**src/rtl/cpu_bus_bridge_pkg.sv**
```systemverilog
// cpu_bridge_pkg: shared types and constants for the 68000 bus bridge.
// Holds the bridge FSM state encoding, CPU bus widths, the IACK function
// code and the slot-index width helper.
package cpu_bridge_pkg;

  typedef enum logic [2:0] {
    ST_IDLE = 3'd0,
    ST_REQ  = 3'd1,
    ST_WAIT = 3'd2,
    ST_ACK  = 3'd3,
    ST_ERR  = 3'd4,
    ST_IACK = 3'd5
  } state_t;

  localparam logic [2:0] FC_IACK = 3'b111;
  localparam int         CPU_AW  = 19;
  localparam int         CPU_DW  = 16;

  // A single slot still needs one index bit so that the select slice is legal.
  function automatic int sel_w(input int nslot);
    return (nslot > 1) ? $clog2(nslot) : 1;
  endfunction

endpackage

```
**src/rtl/cpu_bus_bridge_sync.sv**
```systemverilog
// bus_sync: parametrised-width two-flop synchroniser. Each bit resets to
// its own value so that active-low CPU strobes come out of reset inactive.
module bus_sync #(
  parameter int           W       = 1,
  parameter logic [W-1:0] RST_VAL = '0
) (
  input  logic         sysclk,
  input  logic         rst_n,
  input  logic [W-1:0] d,
  output logic [W-1:0] q
);

  logic [W-1:0] meta;

  // Two-stage capture of the asynchronous inputs into sysclk.
  always_ff @(posedge sysclk or negedge rst_n) begin
    if (!rst_n) begin
      meta <= RST_VAL;
      q    <= RST_VAL;
    end else begin
      meta <= d;
      q    <= meta;
    end
  end

endmodule

```
**src/rtl/cpu_bus_bridge.sv**
```systemverilog
// cpu_bus_bridge: synchronises the 68000 strobes into sysclk, decodes the
// FPGA window into NSLOT peripheral slots with a req/ack handshake and
// produces DTACK, BERR and interrupt-acknowledge responses.
// Optional feature macro: CPU_BRIDGE_BERR_EN builds the bus-error timeout
// counter and ERR path; without it WAIT is unbounded, berr_n is tied high
// and unmapped accesses complete with DTACK and 16'hFFFF.
//
// state | meaning
// IDLE  | no access; watch synchronised AS / strobes / FC
// REQ   | one-cycle slot request, access fields latched
// WAIT  | slot inserting wait states (timeout running if enabled)
// ACK   | DTACK asserted, read data driven, wait for AS release
// ERR   | BERR asserted, wait for AS release
// IACK  | interrupt acknowledge: vector + DTACK or VPA autovector
module cpu_bus_bridge
  import cpu_bridge_pkg::*;
#(
  parameter int NSLOT    = 8,
  parameter int SLOT_LSB = 4,
  parameter int TIMEOUT  = 64
) (
  input  logic                  sysclk,
  input  logic                  rst_n,
  input  logic                  as_n,
  input  logic                  rdh_n,
  input  logic                  rdl_n,
  input  logic                  wrh_n,
  input  logic                  wrl_n,
  input  logic                  fpga_cs_n,
  input  logic [2:0]            cpu_fc,
  input  logic [CPU_AW-1:0]     cpu_addr,
  input  logic [CPU_DW-1:0]     cpu_din,
  output logic [CPU_DW-1:0]     cpu_dout,
  output logic                  cpu_doe_h,
  output logic                  cpu_doe_l,
  output logic                  dtack_n,
  output logic                  berr_n,
  output logic                  vpa_n,
  output logic                  slot_req,
  output logic [NSLOT-1:0]      slot_sel,
  output logic [SLOT_LSB-1:0]   slot_addr,
  output logic                  slot_we,
  output logic [1:0]            slot_be,
  output logic [CPU_DW-1:0]     slot_wdata,
  input  logic [NSLOT-1:0]      slot_ack,
  input  logic [16*NSLOT-1:0]   slot_rdata,
  input  logic [7:0]            iack_vector,
  input  logic                  iack_ack,
  input  logic                  iack_autovec,
  output logic                  iack_cycle_n
);

  localparam int               SEL_W   = sel_w(NSLOT);
  localparam logic [SEL_W:0]   NSLOT_V = (SEL_W+1)'(NSLOT);

  state_t state, state_next;

  logic [8:0] sync_in, sync_out;
  logic       as_s, rdh_s, rdl_s, wrh_s, wrl_s, cs_s;
  logic [2:0] fc_s;

  assign sync_in = {as_n, rdh_n, rdl_n, wrh_n, wrl_n, fpga_cs_n, cpu_fc};

  bus_sync #(
    .W       (9),
    .RST_VAL (9'b111111_000)
  ) u_sync (
    .sysclk (sysclk),
    .rst_n  (rst_n),
    .d      (sync_in),
    .q      (sync_out)
  );

  assign {as_s, rdh_s, rdl_s, wrh_s, wrl_s, cs_s, fc_s} = sync_out;

  logic             as_act, start_iack, start_acc, unmapped, wr_act, ack_sel;
  logic [1:0]       be_now;
  logic [SEL_W-1:0] idx;
  logic [NSLOT-1:0] sel_onehot;
  logic [15:0]      rdata_sel;
  logic             iack_got, iack_av;

  assign as_act     = ~as_s;
  assign start_iack = as_act && (fc_s == FC_IACK);
  assign start_acc  = as_act && !cs_s && !(rdh_s && rdl_s && wrh_s && wrl_s);
  assign idx        = cpu_addr[SLOT_LSB +: SEL_W];
  assign unmapped   = ((cpu_addr >> (SLOT_LSB + SEL_W)) != '0) || ({1'b0, idx} >= NSLOT_V);
  assign sel_onehot = NSLOT'(1) << idx;
  assign be_now     = {~wrh_s | ~rdh_s, ~wrl_s | ~rdl_s};
  assign wr_act     = ~wrh_s | ~wrl_s;
  assign ack_sel    = |(slot_ack & slot_sel);

  // Read-data mux driven by the latched one-hot select.
  always_comb begin
    rdata_sel = '0;
    for (int i = 0; i < NSLOT; i++) begin
      if (slot_sel[i]) rdata_sel = rdata_sel | slot_rdata[16*i +: 16];
    end
  end

`ifdef CPU_BRIDGE_BERR_EN
  localparam int TW = $clog2(TIMEOUT + 1);
  logic [TW-1:0] tmr;

  // Timeout down-counter: loaded during REQ, terminal count at zero in WAIT.
  always_ff @(posedge sysclk or negedge rst_n) begin
    if (!rst_n) begin
      tmr <= '0;
    end else if (state == ST_REQ) begin
      tmr <= TW'(TIMEOUT - 1);
    end else if (state == ST_WAIT && tmr != '0) begin
      tmr <= tmr - 1'b1;
    end
  end
`endif

  // State register.
  always_ff @(posedge sysclk or negedge rst_n) begin
    if (!rst_n) state <= ST_IDLE;
    else        state <= state_next;
  end

  // Next-state logic; an AS release in REQ/WAIT aborts silently.
  always_comb begin
    state_next = state;
    case (state)
      ST_IDLE: begin
        if (start_iack) begin
          state_next = ST_IACK;
        end else if (start_acc) begin
`ifdef CPU_BRIDGE_BERR_EN
          state_next = unmapped ? ST_ERR : ST_REQ;
`else
          state_next = unmapped ? ST_ACK : ST_REQ;
`endif
        end
      end
      ST_REQ: begin
        if (!as_act)      state_next = ST_IDLE;
        else if (ack_sel) state_next = ST_ACK;
        else              state_next = ST_WAIT;
      end
      ST_WAIT: begin
        if (!as_act)      state_next = ST_IDLE;
        else if (ack_sel) state_next = ST_ACK;
`ifdef CPU_BRIDGE_BERR_EN
        else if (tmr == '0) state_next = ST_ERR;
`endif
      end
      ST_ACK, ST_ERR, ST_IACK: begin
        if (!as_act) state_next = ST_IDLE;
      end
      default: state_next = ST_IDLE;
    endcase
  end

  // Access-field latching, read-data capture and IACK response capture.
  always_ff @(posedge sysclk or negedge rst_n) begin
    if (!rst_n) begin
      slot_sel   <= '0;
      slot_addr  <= '0;
      slot_we    <= 1'b0;
      slot_be    <= 2'b00;
      slot_wdata <= '0;
      cpu_dout   <= 16'hFFFF;
      iack_got   <= 1'b0;
      iack_av    <= 1'b0;
    end else begin
      if (state == ST_IDLE && !start_iack && start_acc) begin
        slot_addr  <= cpu_addr[SLOT_LSB-1:0];
        slot_we    <= wr_act;
        slot_be    <= be_now;
        slot_wdata <= cpu_din;
        slot_sel   <= unmapped ? '0 : sel_onehot;
        cpu_dout   <= 16'hFFFF;
      end else if (state_next == ST_IDLE) begin
        slot_sel <= '0;
      end
      if ((state == ST_REQ || state == ST_WAIT) && state_next == ST_ACK && !slot_we) begin
        cpu_dout <= rdata_sel;
      end
      if (state == ST_IACK) begin
        if (iack_ack && !iack_got) begin
          iack_got <= 1'b1;
          iack_av  <= iack_autovec;
          if (!iack_autovec) cpu_dout[7:0] <= iack_vector;
        end
      end else begin
        iack_got <= 1'b0;
        iack_av  <= 1'b0;
      end
    end
  end

  // CPU responses and pad enables decoded from the current state.
  always_comb begin
    dtack_n      = 1'b1;
    berr_n       = 1'b1;
    vpa_n        = 1'b1;
    cpu_doe_h    = 1'b0;
    cpu_doe_l    = 1'b0;
    slot_req     = 1'b0;
    iack_cycle_n = 1'b1;
    case (state)
      ST_REQ: slot_req = 1'b1;
      ST_ACK: begin
        dtack_n   = 1'b0;
        cpu_doe_h = !slot_we && slot_be[1];
        cpu_doe_l = !slot_we && slot_be[0];
      end
`ifdef CPU_BRIDGE_BERR_EN
      ST_ERR: berr_n = 1'b0;
`endif
      ST_IACK: begin
        iack_cycle_n = 1'b0;
        if (iack_got) begin
          if (iack_av) begin
            vpa_n = 1'b0;
          end else begin
            dtack_n   = 1'b0;
            cpu_doe_l = 1'b1;
          end
        end
      end
      default: ;
    endcase
  end

endmodule

```
**config.mk**
```make
export PLATFORM = sky130hd
export DESIGN_NAME = cpu_bus_bridge
export DESIGN_NICKNAME = d
export VERILOG_FILES = /design/src/rtl/cpu_bus_bridge_pkg.sv /design/src/rtl/cpu_bus_bridge_sync.sv /design/src/rtl/cpu_bus_bridge.sv
export SDC_FILE = /design/constraint.sdc
export NUM_CORES = 1
export LEC_CHECK = 0
export ABC_AREA = 1
export CORE_MARGIN = 3
export CORE_UTILIZATION = 37
export DETAILED_ROUTE_END_ITERATION = 10
export HOLD_SLACK_MARGIN = 0.08
export PLACE_DENSITY = 0.81
export SYNTH_ARGS = -nofsm -noshare
export SYNTH_HDL_FRONTEND = slang
export SYNTH_SLANG_ARGS = --single-unit
```
**constraint.sdc**
```tcl
create_clock -name sysclk -period 1.8 [get_ports sysclk]
set_input_delay 0.18 -clock sysclk [delete_from_list [all_inputs] [get_ports sysclk]]
set_output_delay 0.18 -clock sysclk [all_outputs]
set_load 0.1 [all_outputs]
```
-- After elaboration in Yosys (flattened, before gate mapping)
Index checks and enable logic that the tools add are counted.
- flip-flop bits (word level): 70
- input port bits: 192
- word-level logic and storage cells: 103
- eq/ne operators: 8
- shift operators: 1
- mux-type cells: 40
- bitwise operators: 16
- reduce and logical (&&, ||, !) cells: 26
- operators by type and width (operator ; count):
    $mux W16 ; 10
    $or A16 B16 Y16 ; 7
    $mux W8 ; 6
    $reduce_bool A19 Y1 ; 1
    $mux W3 ; 5
    $mux W1 ; 14
    $logic_and A1 B1 Y1 ; 13
    $pmux W3 S4 ; 1
    $eq A3 B2 Y1 const B ; 3
    $eq A3 B3 Y1 const B ; 3
    $and A8 B8 Y8 ; 1
    $reduce_or A8 Y1 ; 1
    $shl A1 B3 Y8 const A ; 1
    $logic_not A3 Y1 ; 2
    $logic_not A1 Y1 ; 5
    $not A1 Y1 ; 5
    $mux W2 ; 2
    $pmux W1 S2 ; 2
    $reduce_bool A2 Y1 ; 2
    $eq A3 B1 Y1 const B ; 1
    $or A1 B1 Y1 ; 3
    $reduce_or A3 Y1 ; 1
    $ne A2 B1 Y1 const B ; 1
    $logic_or A1 B1 Y1 ; 1

-- Logic depth before layout (Yosys ltp)
Gate-level depths: netlist of run 1.
- word-level depth: 19
- depth in mapped cells: 11

-- By module
Synthesis of run 1 repeated with hierarchy kept, for this count alone.
- cells, all modules: 490
- area total of the unflattened synthesis: 3778.6 um2
- by module, submodules not included (module ; instances ; cells each ; area an instance (um2) ; seq. area each (um2)):
    cpu_bus_bridge ; 1 ; 472 ; 3313.2 ; 1321.3
    bus_sync ; 1 ; 18 ; 465.4 ; 465.4

-- Worst setup path after synthesis of run 1
Ideal clock, no wire load.
- path kind: register -> output
- start: reg slot_be[1]
- end: out cpu_doe_h
- arrival: 3.928 ns
- required time: 1.620 ns
- slack: -2.308 ns
- cell stages (with the launch flop): 3
- path buffers: 0
- path through: dfrtp_1 inv_1 nor4_1
- cells in the longest elaborated chain, start to end: 2
- RTL lines (what ; RTL line ; text):
    start: declaration ; cpu_bus_bridge.sv:43 ; output logic [1:0] slot_be,
    start signal: assignment ; cpu_bus_bridge.sv:172 ; slot_be <= be_now;
    $logic_and A1 B1 Y1 ; cpu_bus_bridge.sv:208 ; cpu_doe_h = !slot_we && slot_be[1];
    $mux W1 ; cpu_bus_bridge.sv:204 ; case (state)
    end: declaration ; cpu_bus_bridge.sv:34 ; output logic cpu_doe_h,
Every way passes these cells.

-- Worst setup path after layout of run 1
- start: reg state[2]
- end: out cpu_doe_l
- cells in the longest elaborated chain, start to end: 2
- elaborated cells on any way between the ends: 3
- classes of those cells: 2 x eq/ne; 1 x mux
- RTL lines (what ; RTL line ; text):
    start: declaration ; cpu_bus_bridge.sv:56 ; state_t state, state_next;
    start signal: assignment ; cpu_bus_bridge.sv:120 ; else state <= state_next;
    $eq A3 B3 Y1 / $eq A3 B2 Y1 (equally long branches) ; cpu_bus_bridge.sv:204 ;
    $pmux W1 S2 * ; cpu_bus_bridge.sv:204 ;
    end: declaration ; cpu_bus_bridge.sv:35 ; output logic cpu_doe_l,
Mark *: on every way between the ends. The rest lies on a longest branch, timed or not.

==> results.tsv, run 1 <==
stage	metric	value	unit
place	gpl.final_weighted_congestion	0.873	
floorplan	die_x	107	microns
synthesis	synth_sequential_area_ratio	0.475	
finish	finalInstanceArea	6900	sq um
clocking	clkLatencyLatePin	0.34	ns
global_route	grt_antenna_before_repair	0	
timing	maxClockFrequency	587	MHz
place	place.detailed.hpwl	11600	microns
finish	drive_above_1_share	0.211	
routing	num_vias	4294	
critical_path	end_kind	output port	
pwr	worst_ir_drop_vdd	1980	uV
finish	layout.filler_cells	732	
worst_hold_path	min-delay-path-class	in2async	
global_route	overall_global_routing_usage	0.247	
global_route	first_pass_grt_wire_length	21800	microns
synthesis	ys_warn_count	0	
floorplan	io_pins	246	
critical_path	worstPathArrival	1.52	ns
timing	final.setup_skew	0.0119	ns
timing	report.final.hold_viol_count	0	
timing	period_needed	1.70	ns
clocking	numCtsBuffers	9	
synthesis	avgSynthCellArea	8.03	sq um
routing	first_iter_violations	351	
routing	drtPass1Iterations	5	
timing	grt_setup_unrepaired	no	
synthesis	synth.ff_latch_count	70	
finish	layout.cells.non_filler	852	
routing	drtAntennaViolNets	0	
clocking	clockRootBuffer	sky130_fd_sc_hd__clkbuf_8	
finish	most_used_cells_in_the_layout_excluding_fill_and_tap_cells	190 x sky130_fd_sc_hd__clkdlybuf4s50_1, 168 x sky130_fd_sc_hd__nand2_1, 47 x sky130_fd_sc_hd__nor2_1	
finish	antennaDiodeCount	0	
critical_path	path_class	reg2out	
floorplan	floorplan.initialDensity	0.383	
place	postPlaceCellArea	6610	sq um
finish	nets	906	
finish	area.growth.synth_to_final	83.5	%
timing	post-route-period-util	0.946	
run	max_cap_viol_count	0	
finish	multiInputGateArea	1760	sq um
critical_path	worst-r2r-setup-slack	0.17	ns
global_route	vias_in_the_first_global_route	4290	
timing	report.final.setup_viol	0	
floorplan	floorplan.rows	36	
synthesis	syn_nets	660	
critical_path	cp_max_fo	5	
clocking	clock_tree_from_tritoncts	done	
run_status	outcome	completed	
clocking	cts.reportedPaths.clkPinSlew	0.08	ns
place	placement.io_buffers	244	
global_route	global_route_overflow	0	
pwr	p_leak	0.00308	uW
synthesis	synth.lib_cells_used.distinct	33	
floorplan	vertical_extent_of_the_die	107	microns
routing	drt-wirelength-per-cell	17.2	microns
floorplan	die_area	11400	sq um
timing	number_of_slew_limit_violations_in_the_final_report	0	
critical_path	critical_path.startpoint_type	flip-flop	
floorplan	core-area	9820	sq um
place	numPlacedInstances	835	
routing	post-route-drc-count	0	
routing	routed_wirelength	14600	microns
synthesis	number_of_instances_in_the_synthesized_netlist	468	
critical_path	worst-endpoint-required	1.62	ns
routing	routed_via_density	5.04	
clocking	tritoncts_num_sinks	70	
clocking	htree_levels	3	
synthesis	synth.cell_area	3760	sq um
finish	regArea	1800	sq um
clocking	clk_path_buf_depth	2	
finish	final_common_cell	sky130_fd_sc_hd__clkdlybuf4s50_1	
pwr	power.density	1070	nW/um^2
global_route	pin_count_of_the_biggest_net_entering_global_routing	45	
[critical path: stages (launching register included)]
cell and delay, ns:
sky130_fd_sc_hd__dfrtp_1 0.39, sky130_fd_sc_hd__inv_2 0.10, sky130_fd_sc_hd__nand2_1 0.13, sky130_fd_sc_hd__nor2_1 0.17, sky130_fd_sc_hd__a32o_2 0.22, sky130_fd_sc_hd__buf_12 0.17
[area by class of cell]
class | instances | area share
clock inverter | 7 | 0.0185
timing repair buffer | 260 | 0.408
inverter | 27 | 0.0151
multi-input combinational | 346 | 0.256
sequential | 70 | 0.261
tap | 133 | 0.0241
clock buffer | 9 | 0.0180
[power by group]
| group | switching [uW] | internal (uW) | total [uW] |
|---|---|---|---|
| registers | 224 | 1900 | 2130 |
| logic | 2710 | 963 | 3680 |
| clock network | 632 | 942 | 1570 |
| total | 3570 | 3810 | 7380 |
[cells in the mapped netlist (all sizes together)]
cell / n / share of area
conb: 1 / 0.0010
clkbuf: 4 / 0.0040
buf: 21 / 0.039
nand3: 22 / 0.035
a32o: 1 / 0.0027
dfstp: 28 / 0.20
nor3: 10 / 0.017
o21ai: 27 / 0.039
nor2: 52 / 0.055
a211oi: 2 / 0.0040
and2: 1 / 0.0017
a21oi: 4 / 0.0063
nand2: 170 / 0.17
dfrtp: 42 / 0.28
inv: 27 / 0.027
nor4: 1 / 0.0017
nand4: 11 / 0.018
a31oi: 2 / 0.0033
a22o: 42 / 0.098
[worst paths after layout]
| check | from | end | depth (start not counted) |
|---|---|---|---|
| max | state[2] | cpu_doe_l | 5 |
| min | rst_n | slot_wdata[5] | 2 |
| max reg2reg | state[0] | cpu_dout[14] | 8 |
| min reg2reg | u_sync.meta[2] | u_sync.q[2] | 0 |
| max in group asynchronous | rst_n | cpu_dout[13] | 3 |
| min in group sysclk | rdh_n | u_sync.meta[7] | 1 |
[through the flow]
| step | setup TNS [ns] | setup WS, ns | utilization | hold WS (ns) | power (uW) |
|---|---|---|---|---|---|
| final | 0 | 0.0977 | 0.703 | 0.240 | 7380 |
| after global placement | 0 | 0.166 | 0.673 | 0.0621 | 5760 |
| after floorplan | -0.305 | -0.189 | - | -0.116 | 4650 |
| after detailed placement | 0 | 0.0816 | 0.673 | 0.0621 | 5810 |
| after CTS | 0 | 0.0461 | 0.700 | 0.226 | 7410 |
| after global routing | 0 | 0.000431 | 0.703 | 0.211 | 7680 |
[sequential cells by signal (all words and copies together), names as in the netlist, 2 cells and up]
name         count
u_sync.meta      9
state            3
slot_be          2
slot_sel         8
u_sync.q         9
cpu_dout        16
slot_addr        4
slot_wdata      16
[kinds of logic (layout without fill, tap and decap cells)]
family,count (synthesis),after routing,synth area share
buffers and inverters,52,303,0.0695
AOI/OAI and AO/OA,78,78,0.153
DFF,70,70,0.475
other,1,1,0.000997
and+or+nand+nor,267,267,0.301
[per-layer routing]
metal  global-route usage  wire (microns)  vias to the layer above
met1                0.274            5460                     2020
met3               0.0795            1400                       16
met4               0.0658             193                        0
met5                    0               0                        -
met2                0.454            7580                      220
li1                     -               -                     2038
[what timing repair did]
| item | 4_1_cts | 5_1_grt |
|---|---|---|
| gates resized for setup | 1 | 6 |
| setup endpoints to repair | 3 | 20 |
| cloned | 0 | 0 |
| setup buffers | 0 | 0 |
| hold endpoints to repair | 42 | 0 |
| hold buffers | 1 | 0 |
(Power assumes the default switching activity.)
==> inputs of run 2 (changes only) <==
--- a/config.mk
+++ b/config.mk
@@ -6,11 +6,12 @@
 export NUM_CORES = 1
 export LEC_CHECK = 0
 export ABC_AREA = 1
+export CAP_MARGIN = 40
 export CORE_MARGIN = 3
 export CORE_UTILIZATION = 37
 export DETAILED_ROUTE_END_ITERATION = 10
 export HOLD_SLACK_MARGIN = 0.08
-export PLACE_DENSITY = 0.81
+export PLACE_DENSITY = 0.82
 export SYNTH_ARGS = -nofsm -noshare
 export SYNTH_HDL_FRONTEND = slang
 export SYNTH_SLANG_ARGS = --single-unit
==> run 2 against run 1 <==
Net effect: maximum frequency decreased by 1.6%; critical path depth unchanged; combinational power about the same; sequential share of layout area increased by 0.21 points; clock power decreased by 24%; utilization decreased by 0.56 points; count of clock-buffer cells in the layout unchanged; critical endpoint unchanged; largest power group unchanged.
==> results.tsv, run 2 (synthesized netlist as in run 1, its figures left out) <==
stage	metric	value	unit
run_status	outcome	completed	
timing	report.final.setup_viol	0	
routing	post-route-drc-count	0	
routing	drtPass1Iterations	5	
finish	area.growth.synth_to_final	82.0	%
global_route	overall_global_routing_usage	0.239	
global_route	grt_most_used_layer	met2	
clocking	clk_path_buf_depth	2	
floorplan	die_area	11400	sq um
finish	layout.filler_cells	787	
timing	period_needed	1.73	ns
place	place.detailed.hpwl	11400	microns
finish	antennaDiodeCount	0	
finish	finalInstanceArea	6840	sq um
routing	first_iter_violations	215	
clocking	clkLatencyLatePin	0.34	ns
pwr	power.density	1020	nW/um^2
global_route	global_route_overflow	0	
global_route	pin_count_of_the_biggest_net_entering_global_routing	71	
routing	drtAntennaViolNets	0	
timing	final.setup_skew	0.0117	ns
global_route	grt_use_met2	0.442	
clocking	clockRootBuffer	sky130_fd_sc_hd__clkbuf_8	
pwr	worst_ir_drop_vdd	1820	uV
pwr	p_leak	0.00306	uW
clocking	numCtsBuffers	9	
critical_path	worstPathArrival	1.55	ns
place	placement.io_buffers	244	
place	gpl.final_weighted_congestion	0.838	
run	max_cap_viol_count	0	
clocking	cts.reportedPaths.clkPinSlew	0.09	ns
timing	maxClockFrequency	578	MHz
global_route	grt_util_met1	0.273	
finish	layout_top_registers	cpu_dout: 16 flops, slot_wdata: 16 flops	
timing	grt_setup_unrepaired	yes	
routing	routed_wirelength	14200	microns
clocking	htree_levels	3	
floorplan	floorplan.initialDensity	0.383	
global_route	first_pass_grt_wire_length	21400	microns
finish	layout.cells.non_filler	853	
critical_path	path_class	reg2out	
timing	number_of_slew_limit_violations_in_the_final_report	0	
critical_path	end_kind	output port	
floorplan	die_x	107	microns
finish	nets	907	
global_route	vias_in_the_first_global_route	4290	
critical_path	worst-endpoint-required	1.62	ns
critical_path	cp_max_fo	5	
floorplan	core-area	9820	sq um
clocking	clock_tree_from_tritoncts	done	
floorplan	vertical_extent_of_the_die	107	microns
global_route	global_route.usage.met3	0.0668	
routing	num_vias	4223	
routing	routed_via_density	4.95	
floorplan	floorplan.rows	36	
global_route	grt_antenna_before_repair	0	
timing	post-route-period-util	0.961	
critical_path	critical_path.startpoint_type	flip-flop	
floorplan	io_pins	246	
place	numPlacedInstances	835	
finish	most_used_cells_in_the_layout_excluding_fill_and_tap_cells	190 x sky130_fd_sc_hd__clkdlybuf4s50_1, 168 x sky130_fd_sc_hd__nand2_1, 46 x sky130_fd_sc_hd__nor2_1	
finish	fin_util	0.697	
timing	fin_worst_hold_slack	0.236	ns
timing	report.final.hold_viol_count	0	
routing	drt-wirelength-per-cell	16.6	microns
finish	drive_above_1_share	0.213	
place	postPlaceCellArea	6620	sq um
finish	final_common_cell	sky130_fd_sc_hd__clkdlybuf4s50_1	
worst_hold_path	min-delay-path-class	in2reg	
clocking	tritoncts_num_sinks	70	
-- run 2: path summary, 6_finish.rpt --
path                           startpoint        endpoint  slack [ns]  cells after the start
max in group asynchronous           rst_n    cpu_dout[12]        1.07                      3
setup / recovery                 state[2]       cpu_doe_l        0.07                      5
setup reg to reg                 state[0]    cpu_dout[13]        0.15                      8
hold / removal                      rdl_n  u_sync.meta[6]        0.24                      1
min in group asynchronous           rst_n     u_sync.q[2]        0.38                      3
hold reg to reg            u_sync.meta[0]     u_sync.q[0]        0.35                      0
-- run 2: critical path, stage by stage (launching register included) --
cell and delay, ns:
sky130_fd_sc_hd__dfrtp_1 0.40, sky130_fd_sc_hd__inv_2 0.11, sky130_fd_sc_hd__nand2_1 0.15, sky130_fd_sc_hd__nor2_2 0.16, sky130_fd_sc_hd__a32o_2 0.21, sky130_fd_sc_hd__buf_12 0.18
-- run 2: metrics by stage --
stage / worst slack (ns) / power [uW] / setup TNS (ns)
finish: 0.0696 / 6990 / 0
global placement: 0.178 / 5760 / 0
detailed placement: 0.103 / 5820 / 0
global route: -0.0405 / 7270 / -0.102
floorplan: -0.189 / 4650 / -0.305
CTS: 0.00701 / 7020 / 0
-- run 2: power by group --
part	internal (uW)	switching (uW)	leakage, uW	total [uW]
clock network	529	667	0.0000927	1200
logic	973	2710	0.00215	3680
registers	1900	207	0.000810	2110
-- run 2: cell type report --
type | instances | area [sq um] | share of cell area
flip-flops and latches | 70 | 1800 | 0.263
repair buffers | 261 | 2840 | 0.414
inverters | 27 | 101 | 0.0148
multi-input cells | 346 | 1760 | 0.256
clock inverters | 7 | 62.6 | 0.00914
well taps | 133 | 166 | 0.0243
clock buffers | 9 | 124 | 0.0181
-- run 2: routing by layer --
metal / wire length (microns) / share of wire
met1: 5480 / 0.39
met2: 7350 / 0.52
met3: 1220 / 0.086
met4: 140 / 0.0099
met5: 0 / 0
-- run 2: what timing repair did --
item / 4_1_cts / 5_1_grt
hold buffers: 1 / 0
pin swaps: 0 / 1
setup endpoints to repair: 4 / 15
buffers inserted: 0 / 1
endpoints found under the hold margin: 42 / 0
gates resized for setup: 1 / 3
==> inputs of run 3 (changes only) <==
--- a/config.mk
+++ b/config.mk
@@ -5,13 +5,13 @@
 export SDC_FILE = /design/constraint.sdc
 export NUM_CORES = 1
 export LEC_CHECK = 0
-export ABC_AREA = 1
 export CAP_MARGIN = 40
 export CORE_MARGIN = 3
-export CORE_UTILIZATION = 37
+export CORE_UTILIZATION = 35
+export CTS_CLUSTER_SIZE = 30
 export DETAILED_ROUTE_END_ITERATION = 10
 export HOLD_SLACK_MARGIN = 0.08
-export PLACE_DENSITY = 0.82
+export PLACE_DENSITY_LB_ADDON = 0.12
 export SYNTH_ARGS = -nofsm -noshare
 export SYNTH_HDL_FRONTEND = slang
 export SYNTH_SLANG_ARGS = --single-unit
==> run 3 against run 2 <==
Net effect: the run now ends with negative setup slack left; first-iteration DRC count is 8.8% higher; register-to-register slack worse by 0.16 ns; wire length is 10% higher; combinational power is 54% higher; synthesized area is 6.5% lower; sequential share of layout area is 0.25 points lower; critical path type unchanged.
==> results.tsv, run 3 <==
stage	metric	value	unit
run_status	outcome	finished, violations left	
run_status	violations	negative setup slack	
critical_path	largest_delay_share_family_worst_path	flip-flops	
pwr	netSwitchingFraction	0.524	
finish	layout_top_registers	cpu_dout: 16 flops, slot_wdata: 16 flops	
synthesis	synth.ff_latch_count	70	
routing	post-route-drc-count	0	
place	place.detailed.hpwl	12000	microns
global_route	pin_count_of_the_biggest_net_entering_global_routing	39	
synthesis	number_of_instances_in_the_synthesized_netlist	372	
floorplan	floorplan.initialDensity	0.370	
timing	finalWorstSetupSlack	-0.0349	ns
synthesis	ys_warn_count	0	
critical_path	worstPathArrival	1.65	ns
synthesis	syn_nets	564	
timing	number_of_slew_limit_violations_in_the_final_report	0	
finish	nets	830	
timing	grt_setup_unrepaired	yes	
pwr	combinationalPowerShare	0.600	
global_route	vias_in_the_first_global_route	4462	
pwr	share_clk_of_total_power	0.130	
clocking	clk_path_buf_depth	2	
floorplan	vertical_extent_of_the_die	106	microns
synthesis	synth.cell_area	3520	sq um
floorplan	die_x	106	microns
finish	antennaDiodeCount	0	
routing	num_vias	4118	
routing	drtPass1Iterations	4	
synthesis	synth-edff-count	0	
synthesis	synthTopCellsByCount	70 x sky130_fd_sc_hd__nand2_1, 52 x sky130_fd_sc_hd__a22oi_1, 42 x sky130_fd_sc_hd__dfrtp_1	
synthesis	yosys_most_used_dff	sky130_fd_sc_hd__dfrtp_1	
global_route	global_route_overflow	0	
critical_path	cp_max_fo	7	
floorplan	core-area	9500	sq um
timing	post-route-period-util	1.02	
place	gpl.final_weighted_congestion	0.928	
finish	drive_above_1_share	0.283	
floorplan	floorplan.rows	35	
finish	area.growth.synth_to_final	99.0	%
global_route	first_pass_grt_wire_length	23300	microns
critical_path	path_class	reg2out	
clocking	numCtsBuffers	9	
clocking	clkLatencyLatePin	0.35	ns
critical_path	critical_path.startpoint_type	flip-flop	
timing	fin_worst_hold_slack	0.229	ns
synthesis	yosys-top-cells-area	sky130_fd_sc_hd__dfrtp_1 30%, sky130_fd_sc_hd__dfstp_2 21%, sky130_fd_sc_hd__a22oi_1 11%	
routing	first_iter_violations	234	
finish	fin_util	0.736	
synthesis	synth_sequential_area_ratio	0.508	
routing	drtAntennaViolNets	0	
finish	final_common_cell	sky130_fd_sc_hd__clkdlybuf4s50_1	
clocking	clockRootBuffer	sky130_fd_sc_hd__clkbuf_8	
critical_path	critPathBufInv	2	
timing	report.final.hold_viol_count	0	
pwr	total_switching_power	4960	uW
clocking	htree_levels	3	
place	placement.io_buffers	244	
synthesis	synth.lib_cells_used.distinct	45	
pwr	power.density	1350	nW/um^2
global_route	grt_antenna_before_repair	0	
pwr	worst_ir_drop_vdd	1790	uV
finish	most_used_cells_in_the_layout_excluding_fill_and_tap_cells	190 x sky130_fd_sc_hd__clkdlybuf4s50_1, 70 x sky130_fd_sc_hd__nand2_1, 54 x sky130_fd_sc_hd__buf_4	
critical_path	critical_path.max_stage_delay	0.43	ns
routing	routed_via_density	5.33	
timing	period_needed	1.83	ns
routing	drt-wirelength-per-cell	20.3	microns
floorplan	io_pins	246	
timing	maxClockFrequency	545	MHz
run	max_cap_viol_count	0	
pwr	power.internal	4500	uW
synthesis	synth_async_sr_flop_share	1.00	
critical_path	end_kind	output port	
pwr	p_leak	0.00290	uW
synthesis	yosysMostFrequentCell	sky130_fd_sc_hd__nand2_1	
critical_path	crit_chain	buf_6, nor4bb_4, a21oi_2, nor2b_4, buf_12	
pwr	pwr-share-seq	0.270	
clocking	tritoncts_num_sinks	70	
routing	routed_wirelength	15700	microns
clocking	clock_tree_from_tritoncts	done	
floorplan	die_area	11300	sq um
timing	final.setup_skew	0.0111	ns
synthesis	synth_top_cell_by_area	sky130_fd_sc_hd__dfrtp_1	
worst_hold_path	min-delay-path-class	in2reg	
timing	report.final.setup_viol	3	
clocking	cts.reportedPaths.clkPinSlew	0.09	ns
critical_path	crit_path_top_delay_cell	sky130_fd_sc_hd__dfrtp_1	
synthesis	synth.top_cell.area_share	0.299	
synthesis	avgSynthCellArea	9.45	sq um
global_route	overall_global_routing_usage	0.269	
critical_path	worst-endpoint-required	1.62	ns
==> run 3: cell types whose count changed in the layout (fill, tap and decap cells not counted), moves of 7 or more <==
cell                       change
sky130_fd_sc_hd__a221oi_1      +9
sky130_fd_sc_hd__a22o_1       -34
sky130_fd_sc_hd__a22oi_1      +52
sky130_fd_sc_hd__and3_1        +7
sky130_fd_sc_hd__buf_4        +17
sky130_fd_sc_hd__dfrtp_4       +8
sky130_fd_sc_hd__inv_1        -10
sky130_fd_sc_hd__inv_2         -7
sky130_fd_sc_hd__nand2_1      -98
sky130_fd_sc_hd__nor2_1       -22
==> run 3: per-stage QoR <==
step,setup TNS [ns],std cells,instance area (sq um),setup WS [ns],power [uW]
3_5_place_dp,-0.744,747,6610,-0.114,8140
2_1_floorplan,-0.888,372,3720,-0.198,6110
3_3_place_gp,-0.0851,747,6610,-0.0668,8070
4_1_cts,-0.0267,767,6910,-0.0223,9440
6_report,-0.0619,772,7000,-0.0349,9470
5_1_grt,-0.566,772,7000,-0.133,9790
==> run 3: final timing paths <==
path / slack (ns) / from / depth (start not counted) / to
max: -0.03 / state[2] / 5 / cpu_doe_l
min in group asynchronous: 0.34 / rst_n / 2 / slot_we
max in group asynchronous: 0.85 / rst_n / 3 / cpu_dout[11]
min reg2reg: 0.35 / u_sync.meta[2] / 0 / u_sync.q[2]
min: 0.23 / rdh_n / 1 / u_sync.meta[7]
max reg2reg: -0.01 / state[0] / 5 / cpu_dout[0]
==> run 3: cell type report <==
cell class                 instances  area (sq um)
multi-input combinational        262          1730
clock inverter                     7          63.8
timing repair buffer             284          3050
tap                              129           161
inverter                          11          45.0
sequential                        70          1820
fill                             677          2510
clock buffer                       9           124
==> run 3: routing by layer <==
| layer | global-route usage | share of wire | up-vias |
|---|---|---|---|
| met1 | 0.274 | 0.34 | 1953 |
| li1 | - | - | 1899 |
| met3 | 0.0917 | 0.12 | 26 |
| met5 | 0 | 0 | - |
| met2 | 0.497 | 0.53 | 240 |
| met4 | 0.110 | 0.022 | 0 |
==> run 3: logic make-up after synthesis <==
logic type / count (synthesis) / share of synthesized area
AOI/OAI and AO/OA: 108 / 0.235
xor gates and xnor gates: 1 / 0.00249
adders and majority gates: 1 / 0.00285
buffers and inverters: 40 / 0.0488
DFF: 70 / 0.508
muxes: 1 / 0.00285
other: 1 / 0.00107
and+or+nand+nor: 150 / 0.199
==> run 3: what timing repair did <==
| action | 4_1_cts | 5_1_grt |
|---|---|---|
| hold buffers | 1 | 0 |
| endpoints found under the hold margin | 19 | 0 |
| buffers inserted | 3 | 5 |
| pin swaps | 5 | 5 |
| gates resized for setup | 17 | 11 |
| endpoints found under the setup margin | 21 | 22 |
==> run 3: power by group through the flow <==
stage | clock (uW) | sequential (uW) | combinational (uW)
3_5_place_dp | 0 | 2570 | 5570
2_1_floorplan | 0 | 5390 | 720
3_3_place_gp | 0 | 2550 | 5520
4_1_cts | 1250 | 2560 | 5630
6_report | 1230 | 2560 | 5680
5_1_grt | 1310 | 2610 | 5870
